==> src/rtl/spi_txn_arbiter.sv <==
// spi_txn_arbiter
//   Shares one SPI master between four requesters. It picks a winner round-robin,
//   drives the winner's word onto DI and issues a one-cycle start strobe. It then
//   follows the master's LOAD handshake and returns DO with a one-cycle ack. A
//   timer aborts any transfer whose LOAD handshake stalls, and a gap counter
//   spaces consecutive transfers apart.
//
// Ports
//   clk    in   system clock, rising edge
//   clr    in   asynchronous active-high reset
//   req    in   [3:0]    per-requester request level, held until ack
//   wdata  in   [4*M-1:0] requester i TX word at [i*M +: M]
//   st     out  one-cycle start strobe to the master
//   DI     out  [M-1:0]  registered TX word to the master
//   LOAD   in   master LOAD: high idle, low during transfer, high on completion
//   DO     in   [M-1:0]  master RX word, valid from LOAD rising
//   sel    out  [3:0]    one-hot bus owner during a transaction
//   ack    out  [3:0]    one-cycle completion pulse to the owner
//   err    out  one-cycle abort flag, coincident with ack
//   rdata  out  [M-1:0]  last successfully received word
//   busy   out  high whenever not idle
module spi_txn_arbiter #(
    parameter int unsigned M    = 16,
    parameter int unsigned TOUT = 4096,
    parameter int unsigned GAP  = 8
) (
    input  logic             clk,
    input  logic             clr,
    input  logic [3:0]       req,
    input  logic [4*M-1:0]   wdata,
    output logic             st,
    output logic [M-1:0]     DI,
    input  logic             LOAD,
    input  logic [M-1:0]     DO,
    output logic [3:0]       sel,
    output logic [3:0]       ack,
    output logic             err,
    output logic [M-1:0]     rdata,
    output logic             busy
);

    localparam int unsigned TimerW = (TOUT > 1) ? $clog2(TOUT) : 1;
    localparam int unsigned GapW   = (GAP > 0) ? $clog2(GAP + 1) : 1;
    localparam logic [TimerW-1:0] TimerLast = TimerW'(TOUT - 1);
    localparam logic [GapW-1:0]   GapLast   = GapW'((GAP > 0) ? (GAP - 1) : 0);

    typedef enum logic [2:0] {
        StIdle,
        StStart,
        StWaitLo,
        StWaitHi,
        StDone,
        StAbort,
        StGap
    } state_e;

    state_e             state_q, state_d;
    logic [1:0]         gnt_q, gnt_d;
    logic [1:0]         ptr_q, ptr_d;
    logic [3:0]         sel_q, sel_d;
    logic [M-1:0]       di_q, di_d;
    logic [M-1:0]       rdata_q, rdata_d;
    logic [TimerW-1:0]  timer_q, timer_d;
    logic [GapW-1:0]    gap_q, gap_d;

    // Round-robin pick: first set request scanning ptr, ptr+1, ... mod 4.
    logic [1:0] scan_idx;
    logic [1:0] pick;
    logic       found;

    always_comb begin
        scan_idx = ptr_q;
        pick     = ptr_q;
        found    = 1'b0;
        for (int k = 0; k < 4; k++) begin
            scan_idx = ptr_q + 2'(k);
            if (!found && req[scan_idx]) begin
                found = 1'b1;
                pick  = scan_idx;
            end
        end
    end

    always_comb begin
        state_d = state_q;
        gnt_d   = gnt_q;
        ptr_d   = ptr_q;
        sel_d   = sel_q;
        di_d    = di_q;
        rdata_d = rdata_q;
        timer_d = timer_q;
        gap_d   = gap_q;

        case (state_q)
            StIdle: begin
                if (found) begin
                    gnt_d   = pick;
                    di_d    = wdata[32'(pick) * M +: M];
                    sel_d   = 4'b0001 << pick;
                    state_d = StStart;
                end
            end
            StStart: begin
                timer_d = '0;
                state_d = StWaitLo;
            end
            StWaitLo: begin
                if (!LOAD) begin
                    timer_d = '0;
                    state_d = StWaitHi;
                end else if (timer_q == TimerLast) begin
                    state_d = StAbort;
                end else begin
                    timer_d = timer_q + TimerW'(1);
                end
            end
            StWaitHi: begin
                if (LOAD) begin
                    rdata_d = DO;
                    state_d = StDone;
                end else if (timer_q == TimerLast) begin
                    state_d = StAbort;
                end else begin
                    timer_d = timer_q + TimerW'(1);
                end
            end
            StDone, StAbort: begin
                ptr_d   = gnt_q + 2'd1;
                sel_d   = '0;
                gap_d   = '0;
                state_d = (GAP > 0) ? StGap : StIdle;
            end
            StGap: begin
                if (gap_q == GapLast) begin
                    state_d = StIdle;
                end else begin
                    gap_d = gap_q + GapW'(1);
                end
            end
            default: state_d = StIdle;
        endcase
    end

    always_ff @(posedge clk or posedge clr) begin
        if (clr) begin
            state_q <= StIdle;
            gnt_q   <= '0;
            ptr_q   <= '0;
            sel_q   <= '0;
            di_q    <= '0;
            rdata_q <= '0;
            timer_q <= '0;
            gap_q   <= '0;
        end else begin
            state_q <= state_d;
            gnt_q   <= gnt_d;
            ptr_q   <= ptr_d;
            sel_q   <= sel_d;
            di_q    <= di_d;
            rdata_q <= rdata_d;
            timer_q <= timer_d;
            gap_q   <= gap_d;
        end
    end

    // Outputs decode straight from registered state, so they are glitch-free
    // and drop to zero the moment clr asserts.
    always_comb begin
        st    = (state_q == StStart);
        busy  = (state_q != StIdle);
        err   = (state_q == StAbort);
        ack   = ((state_q == StDone) || (state_q == StAbort)) ? (4'b0001 << gnt_q) : 4'b0000;
        sel   = sel_q;
        DI    = di_q;
        rdata = rdata_q;
    end

endmodule

==> config.mk <==
export PLATFORM = sky130hd
export DESIGN_NAME = spi_txn_arbiter
export DESIGN_NICKNAME = d
export VERILOG_FILES = /design/src/rtl/spi_txn_arbiter.sv
export SDC_FILE = /design/constraint.sdc
export NUM_CORES = 1
export LEC_CHECK = 0
export ABC_AREA = 1
export ABC_CLOCK_PERIOD_IN_PS = 3000
export CAP_MARGIN = 10
export CORE_AREA = 2 2 99 101
export CTS_BUF_LIST = sky130_fd_sc_hd__clkbuf_2 sky130_fd_sc_hd__clkbuf_4 sky130_fd_sc_hd__clkbuf_8
export DETAILED_ROUTE_END_ITERATION = 8
export DIE_AREA = 0 0 101 103
export DONT_BUFFER_PORTS = 1
export PLACE_DENSITY = 0.64
export SLEW_MARGIN = 20
export SYNTH_ARGS = -nofsm -noshare
export SYNTH_HDL_FRONTEND = slang
export SYNTH_SLANG_ARGS = --single-unit
==> constraint.sdc <==
create_clock -name clk -period 3 [get_ports clk]
set_input_delay 0.9 -clock clk [delete_from_list [all_inputs] [get_ports clk]]
set_output_delay 0.9 -clock clk [all_outputs]
set_load 0.01 [all_outputs]
; Word-level counts from Yosys, hierarchy flattened
; Cells that the tools add are included.
; Widths: inputs -> output; s select.
[classes]
order_cmp = 4
shift = 3
n_eq_ne = 12
add_sub_neg = 6
reduce_logical = 19
mux = 30
[ops]
columns = operator, count
row1 = $shiftx 64x7->16, 1
row2 = $mux 12, 3
row3 = $pmux 12 s3, 1
row4 = $pmux 3 s6, 1
row5 = $pmux 4 s2, 2
row6 = $mux 3, 5
row7 = $add 12x1->12 const B, 1
row8 = $eq 12x12->1 const B, 1
row9 = $lt 2x3->1 const B, 4
row10 = $mux 4, 3
row11 = $reduce_and 2->1, 6
row12 = $eq 3x3->1 const B, 3
row13 = $bmux 1 s2, 4
row14 = $mux 1, 8
row15 = $ne 2x2->1 const B, 4
row16 = $shl 1x2->4 const A, 2
row17 = $eq 3x2->1 const B, 2
row18 = $mux 2, 3
row19 = $reduce_bool 3->1, 2
row20 = $add 2x1->2 const B, 2
row21 = $add 2x2->2 const B, 2
row22 = $add 4x1->4 const B, 1
row23 = $eq 4x3->1 const B, 1
row24 = $reduce_bool 2->1, 2
row25 = 6 further kinds, 10
[word_totals]
in_bits = 87
register_bits = 59
output_inout_bits = 43
word_cells = 82

; Logic depth before layout (Yosys ltp)
[logic_depth]
ltp_word = 15
depth_mapped = 18
mapped_depth_nobuf = 16

; Worst setup path after synthesis
; OpenSTA, ideal clock, no wires.
[synth_path]
kind = input -> register
from = input req[2]
to = register di_q[0] (netlist: DI[0])
arrival_ns = 1.942
path_stages = 15
setup_time_ns = 0.117
path_slack_ns = 0.942
n_path_buf = 1
path_cell_list = nand2_1 -> nand3_1 -> nand2_2 -> nand2_2 -> nand2_1 -> nand2_2 -> nand2_4 -> nand2_4 -> buf_6 -> nand2_1 -> nand2_1 -> nand2_1 -> nand2_1 -> nand2_1 -> nand2_1
[synth_between]
elab_chain_cells = 13
word_cells_on_any_way = 23
classes_between = shift: 1 / mux: 15 / reduce/logical: 7
[synth_rtl]
columns = element, line
row1 = from (decl), 29  ; input logic [3:0] req,
row2 = $bmux 1 s2, 77  ; if (!found && req[scan_idx]) begin
row3 = $mux 1 (not written as such), 77
row4 = $mux 1, 77
row5 = $logic_not 1->1, 77
row6 = $logic_and 1x1->1, 77
row7 = $mux 1, 77
row8 = $logic_not 1->1, 77
row9 = $logic_and 1x1->1, 77
row10 = $mux 1, 77
row11 = $logic_not 1->1, 77
row12 = $logic_and 1x1->1, 77
row13 = $mux 2 or $mux 1 (tied branches), 77
row14 = $shiftx 64x7->16 or $reduce_and 2->1 (tied branches), n/a
row15 = to (signal assigned), 159  ; di_q <= di_d;
row16 = to (decl), 61  ; logic [M-1:0] di_q, di_d;
; Parallel ways exist; a longest one is shown, timed or not. The select of a mux whose other input is x is not followed.
; A chain may end at the register's enable or synchronous reset.

; Worst setup path in the final report
[layout_path]
from = register ptr_q[0]
to = register di_q[4] (netlist: DI[4])
[layout_between]
elab_chain_cells = 13
word_cells_on_any_way = 26
classes_between = add/sub: 3 / shift: 1 / mux: 15 / reduce/logical: 7
[layout_rtl]
columns = element, line
row1 = from (decl), 59  ; logic [1:0] ptr_q, ptr_d;
row2 = from (signal assigned), 157  ; ptr_q <= ptr_d;
row3 = branches (longest 13 deep; another with $add 2x1->2), n/a
; Several ways; the timed one is not identified. The select of a mux whose other input is x is not followed.

==> results by group <==
Logic synthesis
  – Post-synth ARST share: 100.0%
  – Primary FF master, synth: dfrtp_1
  – Gate Count Post-Synth: roughly 530
  – Syn avg cell area: 7.185 um^2
  – Seq/Total Area, Yosys: between 30% and 40%
  – Netlist Area Pre-Place: 3772 um^2
  – #FFs+latches synth: 59
  – Syn_nets: 618
  – Netlist cell types: 31
  – Ys Warns: 0
  – Number of synthesized flops with an enable pin: 0

GRT
  – First-pass GRT wire length: 15.32 mm
  – Pin count of the biggest net entering global routing: 37
  – Initial antenna violation count: 0
  – Overall Global Routing Usage: 18.65%
  – Grt total ovfl: 0
  – Vias in the first global route: about 3,300

Final layout
  – P&R area growth vs syn: 5.738%
  – Share of cells above drive strength 1: 12.74%
  – Diodes inserted: 0
  – Commonest non-fill, non-tap cell in the layout: nand2_1
  – Nets: about 600
  – Most frequent cells in the layout: 230 x nand2_1, 61 x nand3_1, 59 x dfrtp_1
  – Final Core Density: roughly 42%
  – Finished Layout Cells: between 600 and 700

Worst setup path
  – Crit Path Max Fanout: 36
  – Slowest stage delay, CP: 0.67 ns
  – Critical path data arrival time: approximately 2.8 ns
  – Kind of critical path: reg -> reg
  – Critical path's most frequent cell: nand2_1
  – Slowest cell on crit path: dfrtp_1
  – CP cell instances: inv_2 > nand2_1 > nand3_1 > nand2_2 > nand2_2 > nand2_1 > nand2_2 > nand2_4 > nand2_4 > nand2_1 > nand2_1 > nand2_1 > nand2_1 > nand2_1 > nand2_1
  – Req. time, crit path: 3.22 ns
  – Critical Path End Type: flip-flop
  – Startpoint types: flip-flop

Drt
  – Pre-Repair DR Iteration Count: 4
  – Routed wl met3: between 700 and 800 um
  – Drt via density: 5.184
  – Final wirelength: ~9.2 mm
  – Via Count: 3,318
  – M1 WL: 3.837 mm
  – # DRC: 0
  – Detail Route Antenna Nets: 0
  – Met2 wire length: 4.376 mm
  – Drt first-iter violations: 176
  – DR top layer: met4
  – Wirelength per Cell: 14.35 um

Power
  – Leakage: approximately 2.1 nW
  – PwrDens: 1214 nW/um^2
  – VDD IR-drop max: 0.4406 mV

CTS
  – CTS resizes: 0
  – Hold Buf Count CTS: 0
  – TritonCTS Buffers: 9
  – Post-CTS Setup Inserts: 0
  – CTS tree: built
  – Clk Latency, worst-skew pair: 0.34 ns
  – Clk Tree Root Cell: clkbuf_8
  – Clock-pin slew on the worst setup and hold paths: 0.07 ns
  – Htree depth: 3
  – CTS sink cnt: 59
  – CTS Buffer Depth: 2

Timing
  – Fmax: 384.7 MHz
  – Worst Tran Pin Value: 0.6319 ns
  – Endpoints failing setup: 0
  – Slew headroom: 57.83%
  – Final hold vios: 0
  – Hold WS: approximately 0.39 ns
  – Unrepaired setup endpoints after global routing: false
  – Max-slew violation count: 0
  – Fin crit period: 2.600 ns
  – Fin crit share: a little under 90%
  – Clock skew: between 0.008 and 0.009 ns
  – Setup_tns: 0 ns

Floorplanning
  – IO Count: 130
  – Site row count: 36
  – Initial core utilization: 39.88%
  – Die area: between 10,000 and 15,000 um^2
  – Die Y: 103 um
  – Die width: about 100 um
  – Core area: 9459 um^2

Place
  – GPL Wtd Cong: 0.8917
  – Detail Placement HPWL: 6.669 mm
  – Inst Count DP: 624
  – Port Buffers: 0

Run
  – Number of max-cap violations: 0

Worst hold path
  – Worst min path class: in -> async

Status
  – Outcome: finished clean
==> report_power, final <==
part / leakage [nW] / switching (mW) / internal, mW
clock network: 0.101 / 0.306 / 0.370
logic: 1.29 / 1.79 / 0.848
registers: 0.748 / 0.411 / 1.12
==> stage by stage <==
step,worst slack (ns),area (um^2),power [mW]
after detailed placement,0.3626,3805,4.218
after floorplan,0.6437,3772,3.861
after global routing,0.06609,3989,5.408
final,0.4003,3989,4.843
after global placement,0.4435,3805,4.147
after CTS,0.3638,3989,4.913
==> final cells by class <==
cell class | instances | area [um^2]
repair buffers | 5 | 37.54
fillers | 975 | 5470
clock inverters | 2 | 10.01
multi-input cells | 407 | 1999
inverters | 39 | 148.9
flip-flops and latches | 59 | 1476
clock buffers | 14 | 173.9
well taps | 114 | 142.6
==> cells by family (layout without fill, tap and decap cells) <==
logic type	Yosys count	in the layout	synth area share [%]
adders and majority gates	6	6	1.990
AOI/OAI and AO/OA	36	36	5.240
and+or+nand+nor	343	343	39.60
DFF	59	59	39.14
muxes	16	16	4.776
xor gates and xnor gates	6	6	1.393
buffers and inverters	59	60	7.861
==> critical path, delay by kind of cell (launching register included) <==
kind | cells | cell delay, ns
simple gates | 14 | 1.60
buf+inv | 1 | 0.18
flops | 1 | 0.67
==> worst paths after layout <==
path	depth (start not counted)	end	slack [ns]	from
max in group asynchronous	2	sel[2]	1.94	clr
hold / removal	1	rdata[15]	0.39	clr
setup / recovery	15	DI[4]	0.40	ptr_q[0]
hold reg to reg	1	gap_q[0]	0.54	gap_q[0]
setup reg to reg	15	DI[4]	0.40	ptr_q[0]
min in group clk	1	gap_q[0]	0.54	gap_q[0]
==> sequential cells by signal, indices dropped and copies added, names as in the netlist <==
signal / flops
DI: 16
gap_q: 4
gnt_q: 2
ptr_q: 2
rdata: 16
sel: 4
state_q: 3
timer_q: 12
==> cells in the mapped netlist (4+ instances only) <==
library cell | count | area (um^2)
nand2_1 | 230 | 863.3
nand3_1 | 61 | 305.3
dfrtp_1 | 59 | 1476
inv_1 | 35 | 131.4
nor2_1 | 23 | 86.33
o21ai_0 | 21 | 105.1
mux2_2 | 16 | 180.2
nand2_2 | 16 | 100.1
a21oi_1 | 7 | 35.03
buf_2 | 7 | 35.03
ha_1 | 6 | 75.07
xor2_1 | 6 | 52.55
buf_6 | 5 | 56.30
buf_4 | 4 | 30.03
nand2_4 | 4 | 45.04
==> layer usage <==
layer,global-route usage [%],vias up
li1,-,1656
met3,7.932,14
met1,22.24,1555
met4,6.445,0
met5,0,-
met2,30.46,93
Power figures use the tool's default switching activity.
